<file path="src/rtl/ldburst.sv">
// Load-side burst sequencer: issues a run of strided reads across the 12 data-memory banks
// and permutes each returned 12-lane word through a per-function lane-select table.
module ldburst #(
  parameter int DATA_W = 16,
  parameter int ADDR_W = 10,
  parameter int NBANK  = 12
) (
  input  logic                    clk,
  input  logic                    rst_n,
  input  logic                    i_start,
  input  logic [ADDR_W-1:0]       i_base,
  input  logic [ADDR_W-1:0]       i_stride,
  input  logic [4:0]              i_count,
  input  logic [3:0]              i_func,
  input  logic                    i_stall,
  output logic                    o_busy,
  output logic [NBANK-1:0]        o_dmemre,
  output logic [ADDR_W-1:0]       o_dmemad,
  input  logic [NBANK*DATA_W-1:0] i_dmemrd,
  output logic [NBANK*DATA_W-1:0] o_topearray,
  output logic                    o_valid,
  input  logic                    i_exwe,
  input  logic                    i_exre,
  input  logic [5:0]              i_exa,
  input  logic [DATA_W-1:0]       i_exwd,
  output logic [DATA_W-1:0]       o_exrd
);

  localparam int NENT  = 16;
  localparam int SEL_W = 4;
  localparam int NSEL  = 1 << SEL_W;

  typedef enum logic [1:0] {IDLE, RUN, DRAIN} state_e;

  state_e              state_q, state_d;
  logic [ADDR_W-1:0]   addr_q, addr_d;
  logic [ADDR_W-1:0]   stride_q, stride_d;
  logic [4:0]          cnt_q, cnt_d;
  logic                drain_q, drain_d;
  logic                load;
  logic                issue;

  logic [DATA_W-1:0]   tbl_q [NENT][4];
  logic [DATA_W-1:0]   exrd_q;
  logic [3*DATA_W-1:0] sel_flat;
  logic [SEL_W-1:0]    snap_sel_q [NBANK];
  logic [NBANK-1:0]    snap_map_q;

  logic                      vld1_q, valid_q;
  logic [NBANK*DATA_W-1:0]   top_q, perm;
  logic [DATA_W-1:0]         bank [NSEL];
  logic [NSEL-1:0]           map_ext;

  // NOTE: every signal written in an always_comb gets a default first, so no latch is inferred.
  always_comb begin
    state_d  = state_q;
    addr_d   = addr_q;
    stride_d = stride_q;
    cnt_d    = cnt_q;
    drain_d  = drain_q;
    load     = 1'b0;
    issue    = 1'b0;
    unique case (state_q)
      IDLE: begin
        if (i_start && i_count != 5'd0) begin
          load     = 1'b1;
          addr_d   = i_base;
          stride_d = i_stride;
          cnt_d    = i_count;
          state_d  = RUN;
        end
      end
      RUN: begin
        if (!i_stall) begin
          issue  = 1'b1;
          addr_d = addr_q + stride_q;
          cnt_d  = cnt_q - 5'd1;
          if (cnt_q == 5'd1) begin
            state_d = DRAIN;
            drain_d = 1'b0;
          end
        end
      end
      DRAIN: begin
        // Two cycles let the last beat pass through the bank read and the output register.
        drain_d = 1'b1;
        if (drain_q) begin
          state_d = IDLE;
          drain_d = 1'b0;
        end
      end
      default: state_d = IDLE;
    endcase
  end

  // NOTE: sequential state uses non-blocking assignments so every flop samples pre-edge values.
  always_ff @(posedge clk) begin
    if (!rst_n) begin
      state_q  <= IDLE;
      addr_q   <= '0;
      stride_q <= '0;
      cnt_q    <= '0;
      drain_q  <= 1'b0;
    end else begin
      state_q  <= state_d;
      addr_q   <= addr_d;
      stride_q <= stride_d;
      cnt_q    <= cnt_d;
      drain_q  <= drain_d;
    end
  end

  assign o_busy   = (state_q != IDLE);
  assign o_dmemre = issue ? snap_map_q : '0;
  assign o_dmemad = issue ? addr_q : '0;

  // NOTE: the table is built from flops rather than RAM, so it can be cleared by reset.
  always_ff @(posedge clk) begin
    if (!rst_n) begin
      for (int e = 0; e < NENT; e++)
        for (int w = 0; w < 4; w++)
          tbl_q[e][w] <= '0;
      exrd_q <= '0;
    end else begin
      if (i_exwe)
        tbl_q[i_exa[5:2]][i_exa[1:0]] <= (i_exa[1:0] == 2'd3)
                                         ? {{(DATA_W-NBANK){1'b0}}, i_exwd[NBANK-1:0]}
                                         : i_exwd;
      if (i_exre)
        exrd_q <= tbl_q[i_exa[5:2]][i_exa[1:0]];
    end
  end

  assign o_exrd = exrd_q;

  assign sel_flat = {tbl_q[i_func][2'd2], tbl_q[i_func][2'd1], tbl_q[i_func][2'd0]};

  // The burst works from a private copy so table writes mid-burst cannot disturb it.
  always_ff @(posedge clk) begin
    if (!rst_n) begin
      for (int i = 0; i < NBANK; i++) snap_sel_q[i] <= '0;
      snap_map_q <= '0;
    end else if (load) begin
      for (int i = 0; i < NBANK; i++) snap_sel_q[i] <= sel_flat[i*SEL_W +: SEL_W];
      snap_map_q <= tbl_q[i_func][2'd3][NBANK-1:0];
    end
  end

  // Selector codes 12..15 land on zero banks with zero map bits, so they yield 0.
  always_comb begin
    map_ext = {{(NSEL-NBANK){1'b0}}, snap_map_q};
    for (int k = 0; k < NSEL; k++) bank[k] = '0;
    for (int k = 0; k < NBANK; k++) bank[k] = i_dmemrd[k*DATA_W +: DATA_W];
    perm = '0;
    for (int i = 0; i < NBANK; i++)
      if (map_ext[snap_sel_q[i]]) perm[i*DATA_W +: DATA_W] = bank[snap_sel_q[i]];
  end

  always_ff @(posedge clk) begin
    if (!rst_n) begin
      vld1_q  <= 1'b0;
      valid_q <= 1'b0;
      top_q   <= '0;
    end else begin
      vld1_q  <= issue;
      valid_q <= vld1_q;
      if (vld1_q) top_q <= perm;
    end
  end

  assign o_topearray = top_q;
  assign o_valid     = valid_q;

endmodule

</file>
<file path="config.mk">
export PLATFORM = sky130hd
export DESIGN_NAME = ldburst
export DESIGN_NICKNAME = d
export VERILOG_FILES = /design/src/rtl/ldburst.sv
export SDC_FILE = /design/constraint.sdc
export NUM_CORES = 2
export LEC_CHECK = 0
export CAP_MARGIN = 20
export CORE_MARGIN = 2
export CORE_UTILIZATION = 44
export DETAILED_ROUTE_END_ITERATION = 6
export SKIP_LAST_GASP = 1
export SLEW_MARGIN = 20
export SYNTH_ARGS = -nofsm -noshare
export SYNTH_HDL_FRONTEND = slang
export SYNTH_SLANG_ARGS = --single-unit
export TNS_END_PERCENT = 10
</file>
<file path="constraint.sdc">
create_clock -name clk -period 8.5 [get_ports clk]
set_clock_uncertainty 0.15 [all_clocks]
set_input_delay 1.7 -clock clk [delete_from_list [all_inputs] [get_ports clk]]
set_output_delay 1.7 -clock clk [all_outputs]
set_load 0.05 [all_outputs]
</file>
==> impl_metrics.py <==
metrics = {
    "sta": {
        "hold_viol_final": 0,
        "setup_viol": 0,
        "finalCritPeriodShare_pct": 68.46,
        "max_freq_ghz": 0.1718,
        "slew_viol_final": 0,
        "worstMarginPinSlew_ns": 1.243,
        "setup_tns_ns": 0,
        "rsz0062_at_grt": "false",
        "max-slew-margin-rel_pct": 17.14,
        "layout_min_cycle_time_ns": 5.819,
    },
    "cts": {
        "clkLatencyLatePin_ns": 0.85,
        "cts_resized": 0,
        "cts_setup_buffers": 0,
        "cts_buffers": 150,
        "cts.sinks": 1322,
        "cts_tree": "done",
        "clkTransAtPathRegs_ns": 0.06,
        "clock_path_buffers": 3,
        "cts_hold_repair.buffers": 0,
        "h-tree-depth": 4,
        "cts_root_buf": "clkbuf_16",
    },
    "grt": {
        "grt_antenna_before_repair": 78,
        "grt_start_max_net_pins": 150,
        "grt_pass1_vias": 59350,
        "grt_remaining_overflow": 0,
        "grt_pass1_wl_um": 475500,
        "grt_use_total_pct": 35.27,
    },
    "place": {
        "dpl.cell_count": 8335,
        "hpwl_um": 222800,
        "place.gp.congestion": 0.9509,
        "place_area_sq_um": 89110,
        "portBuffers": 480,
    },
    "worst_setup_path": {
        "r2r-start": "snap_sel_q[0][28]",
        "startpoint_type": "input port",
        "worstPathArrival_ns": 3.97,
        "rrSetupSlack_ns": 4.26,
        "worstPathCellList": "clkdlybuf4s50_1 > nor2_1 > buf_4 > and2_1 > clkdlybuf4s50_1",
        "crit_path_max_fanout": 11,
        "cp.depth": 5,
        "crit_top_cell": "clkdlybuf4s50_1",
        "setup.worst_path.class": "in2out",
        "crit_path_end": "o_dmemre[1]",
        "crit_path_end_kind": "primary output",
        "required_ns": 6.65,
        "reg2regPathDepth": 6,
        "startpoint": "i_stall",
        "slowest_stage": "clkdlybuf4s50_1",
        "critPathMaxStageDelay_ns": 0.83,
        "r2r_end": "o_topearray[113]",
        "cp_num_buf_inv": 3,
        "crit_family": "buffers and inverters",
    },
    "pwr": {
        "powerDensity_nw_per_um2": 192.4,
        "leakagePower_nw": 33.76,
        "p_int_mw": 12.68,
        "p_clk_share_pct": 36.4,
        "switchingPower_mw": 5.434,
        "power_mw": 18.12,
        "switching_share_pct": 30.00,
        "ir_worst_vdd_mv": 0.1535,
        "comb_power_share_pct": 21.9,
        "p_seq_share_pct": 41.7,
    },
    "outcome": {
        "outcome": "complete, but fails checks",
        "violations": "DRC",
    },
    "final_layout": {
        "final_common_cell": "mux4_2",
        "finalNonFillerCells": 8659,
        "postLayoutCellArea_sq_um": 94140,
        "layout_common_cells": "mux4_2 (1120), edfxtp_1 (1072), and3_1 (583), clkdlybuf4s50_1 (460), mux2i_1 (324)",
        "syn2layout_area_growth_pct": 13.17,
        "drive_gt1_share_pct": 26.01,
        "fin_nets": 6254,
    },
    "routing": {
        "vias_per_cell": 7.109,
        "initialDrtViolationCount": 9866,
        "drt_first_pass_iters": 7,
        "drt_wl_total_um": 344100,
        "drc": 202,
        "ant_nets": 0,
        "vias": 61550,
        "wl_per_cell_um": 39.73,
    },
    "logic_synthesis": {
        "syn_avg_cell_area_sq_um": 13.78,
        "synth_flop_cell": "edfxtp_1",
        "ys_seq_area_share_pct": 44.72,
        "synth_largest_area_cell": "edfxtp_1",
        "synth_area_leaders": "edfxtp_1 (39%), mux4_2 (30%), dfxtp_1 (6.0%)",
        "synth_edf_count": 1072,
        "ys_ff_latch": 1322,
        "synth_area_sq_um": 83180,
        "yosysWarnings": 0,
        "synth-async-reset-ratio_pct": 0,
        "synth_cell_type_count": 51,
        "synthesis.instances": 6036,
        "synth_top_area_share_pct": 38.70,
    },
    "flow_run": {
        "drv_cap": 0,
    },
    "floorplanning": {
        "initial_core_util_pct": 44.29,
        "die-width_um": 438.8,
        "num_rows": 159,
        "io_pins": 481,
        "die_area_sq_um": 192500,
        "core_area_sq_um": 187800,
        "die_h_um": 438.8,
    },
    "hold_path": {
        "hold_class": "reg2reg",
    },
}
## stage by stage
stage                     setup WS (ns)  util [%]  hold WS, ns
after floorplan                   3.844         -       0.2900
after global placement            2.258     47.44       0.2977
after detailed placement          2.633     47.45       0.3044
after CTS                         2.696     50.05       0.3119
after global routing              2.535     50.10       0.3387
final                             2.681     50.13       0.3194
## power groups by stage
stage	registers (mW)	logic (mW)	clock network (mW)
2_1_floorplan	7.60	2.45	0
3_3_place_gp	7.65	3.79	0
3_5_place_dp	7.67	3.82	0
4_1_cts	7.53	3.83	6.63
5_1_grt	7.57	4.04	6.88
6_report	7.55	3.97	6.60
## layout make-up
class | count | area, sq um
well taps | 2495 | 3122
clock buffers | 193 | 4104
diodes | 52 | 130.1
repair buffers | 668 | 6242
multi-input cells | 3638 | 41770
fillers | 15930 | 93660
flip-flops and latches | 1322 | 37200
inverters | 213 | 799.5
clock inverters | 78 | 778.2
## state kept, by name (all words and copies together) (netlist names)
| register | flops |
|---|---|
| tbl_q | 1024 |
| drain_q | 1 |
| cnt_q | 5 |
| o_valid | 1 |
| addr_q | 10 |
| vld1_q | 1 |
| o_topearray | 192 |
| o_exrd | 16 |
| stride_q | 10 |
| state_q | 2 |
| snap_sel_q | 48 |
| snap_map_q | 12 |
## synth_stat cells, types with 10 or more instances
| library cell | number |
|---|---|
| nor2b_1 | 10 |
| inv_1 | 213 |
| nand3_1 | 55 |
| nor2_1 | 266 |
| a22oi_1 | 62 |
| buf_2 | 159 |
| nor3_1 | 28 |
| a221oi_1 | 26 |
| ha_1 | 11 |
| buf_1 | 72 |
| dfxtp_1 | 250 |
| buf_4 | 32 |
| mux4_2 | 1120 |
| o21ai_0 | 46 |
| and2_1 | 275 |
| and3_1 | 583 |
| a21oi_1 | 49 |
| buf_6 | 11 |
| clkbuf_1 | 652 |
| o22ai_1 | 223 |
| a22o_1 | 219 |
| nand2b_1 | 22 |
| mux2i_1 | 324 |
| edfxtp_1 | 1072 |
| nand2_1 | 193 |
## tightest hold or removal path, cell delays in order (launching register included)
cell and delay (ns):
dfxtp_1 0.31, nand2_1 0.05, a21oi_1 0.06
## kinds of logic after synthesis
logic type	count (synthesis)	synth area share, %
flip-flops	1322	44.72
XOR/XNOR	7	0.07371
adder cells (fa/ha/maj)	12	0.1895
AO/OA/AOI/OAI	657	5.696
buffers and inverters	1139	5.623
other	1	0.004508
multiplexers	1450	34.30
AND/OR/NAND/NOR	1448	9.394
## layer usage
metal  GRT usage [%]  up-vias  part of all wire, %
met5               0        -                0.074
met4           24.49       36                  8.5
met3           9.925     1132                   12
met2           54.40     5019                   46
met1           42.97    31500                   34
li1                -    23870                    -
## worst min path at each step
stage | endpoint | slack (ns) | from | cells past startpoint
5_1_grt | o_topearray[77] | 0.34 | o_topearray[77] | 1
4_1_cts | stride_q[0] | 0.31 | stride_q[0] | 2
3_5_place_dp | stride_q[0] | 0.30 | stride_q[0] | 2
3_3_place_gp | stride_q[0] | 0.30 | stride_q[0] | 2
6_report | stride_q[2] | 0.32 | stride_q[2] | 2
2_1_floorplan | stride_q[0] | 0.29 | stride_q[0] | 2
Power figures use the tool's default switching activity.
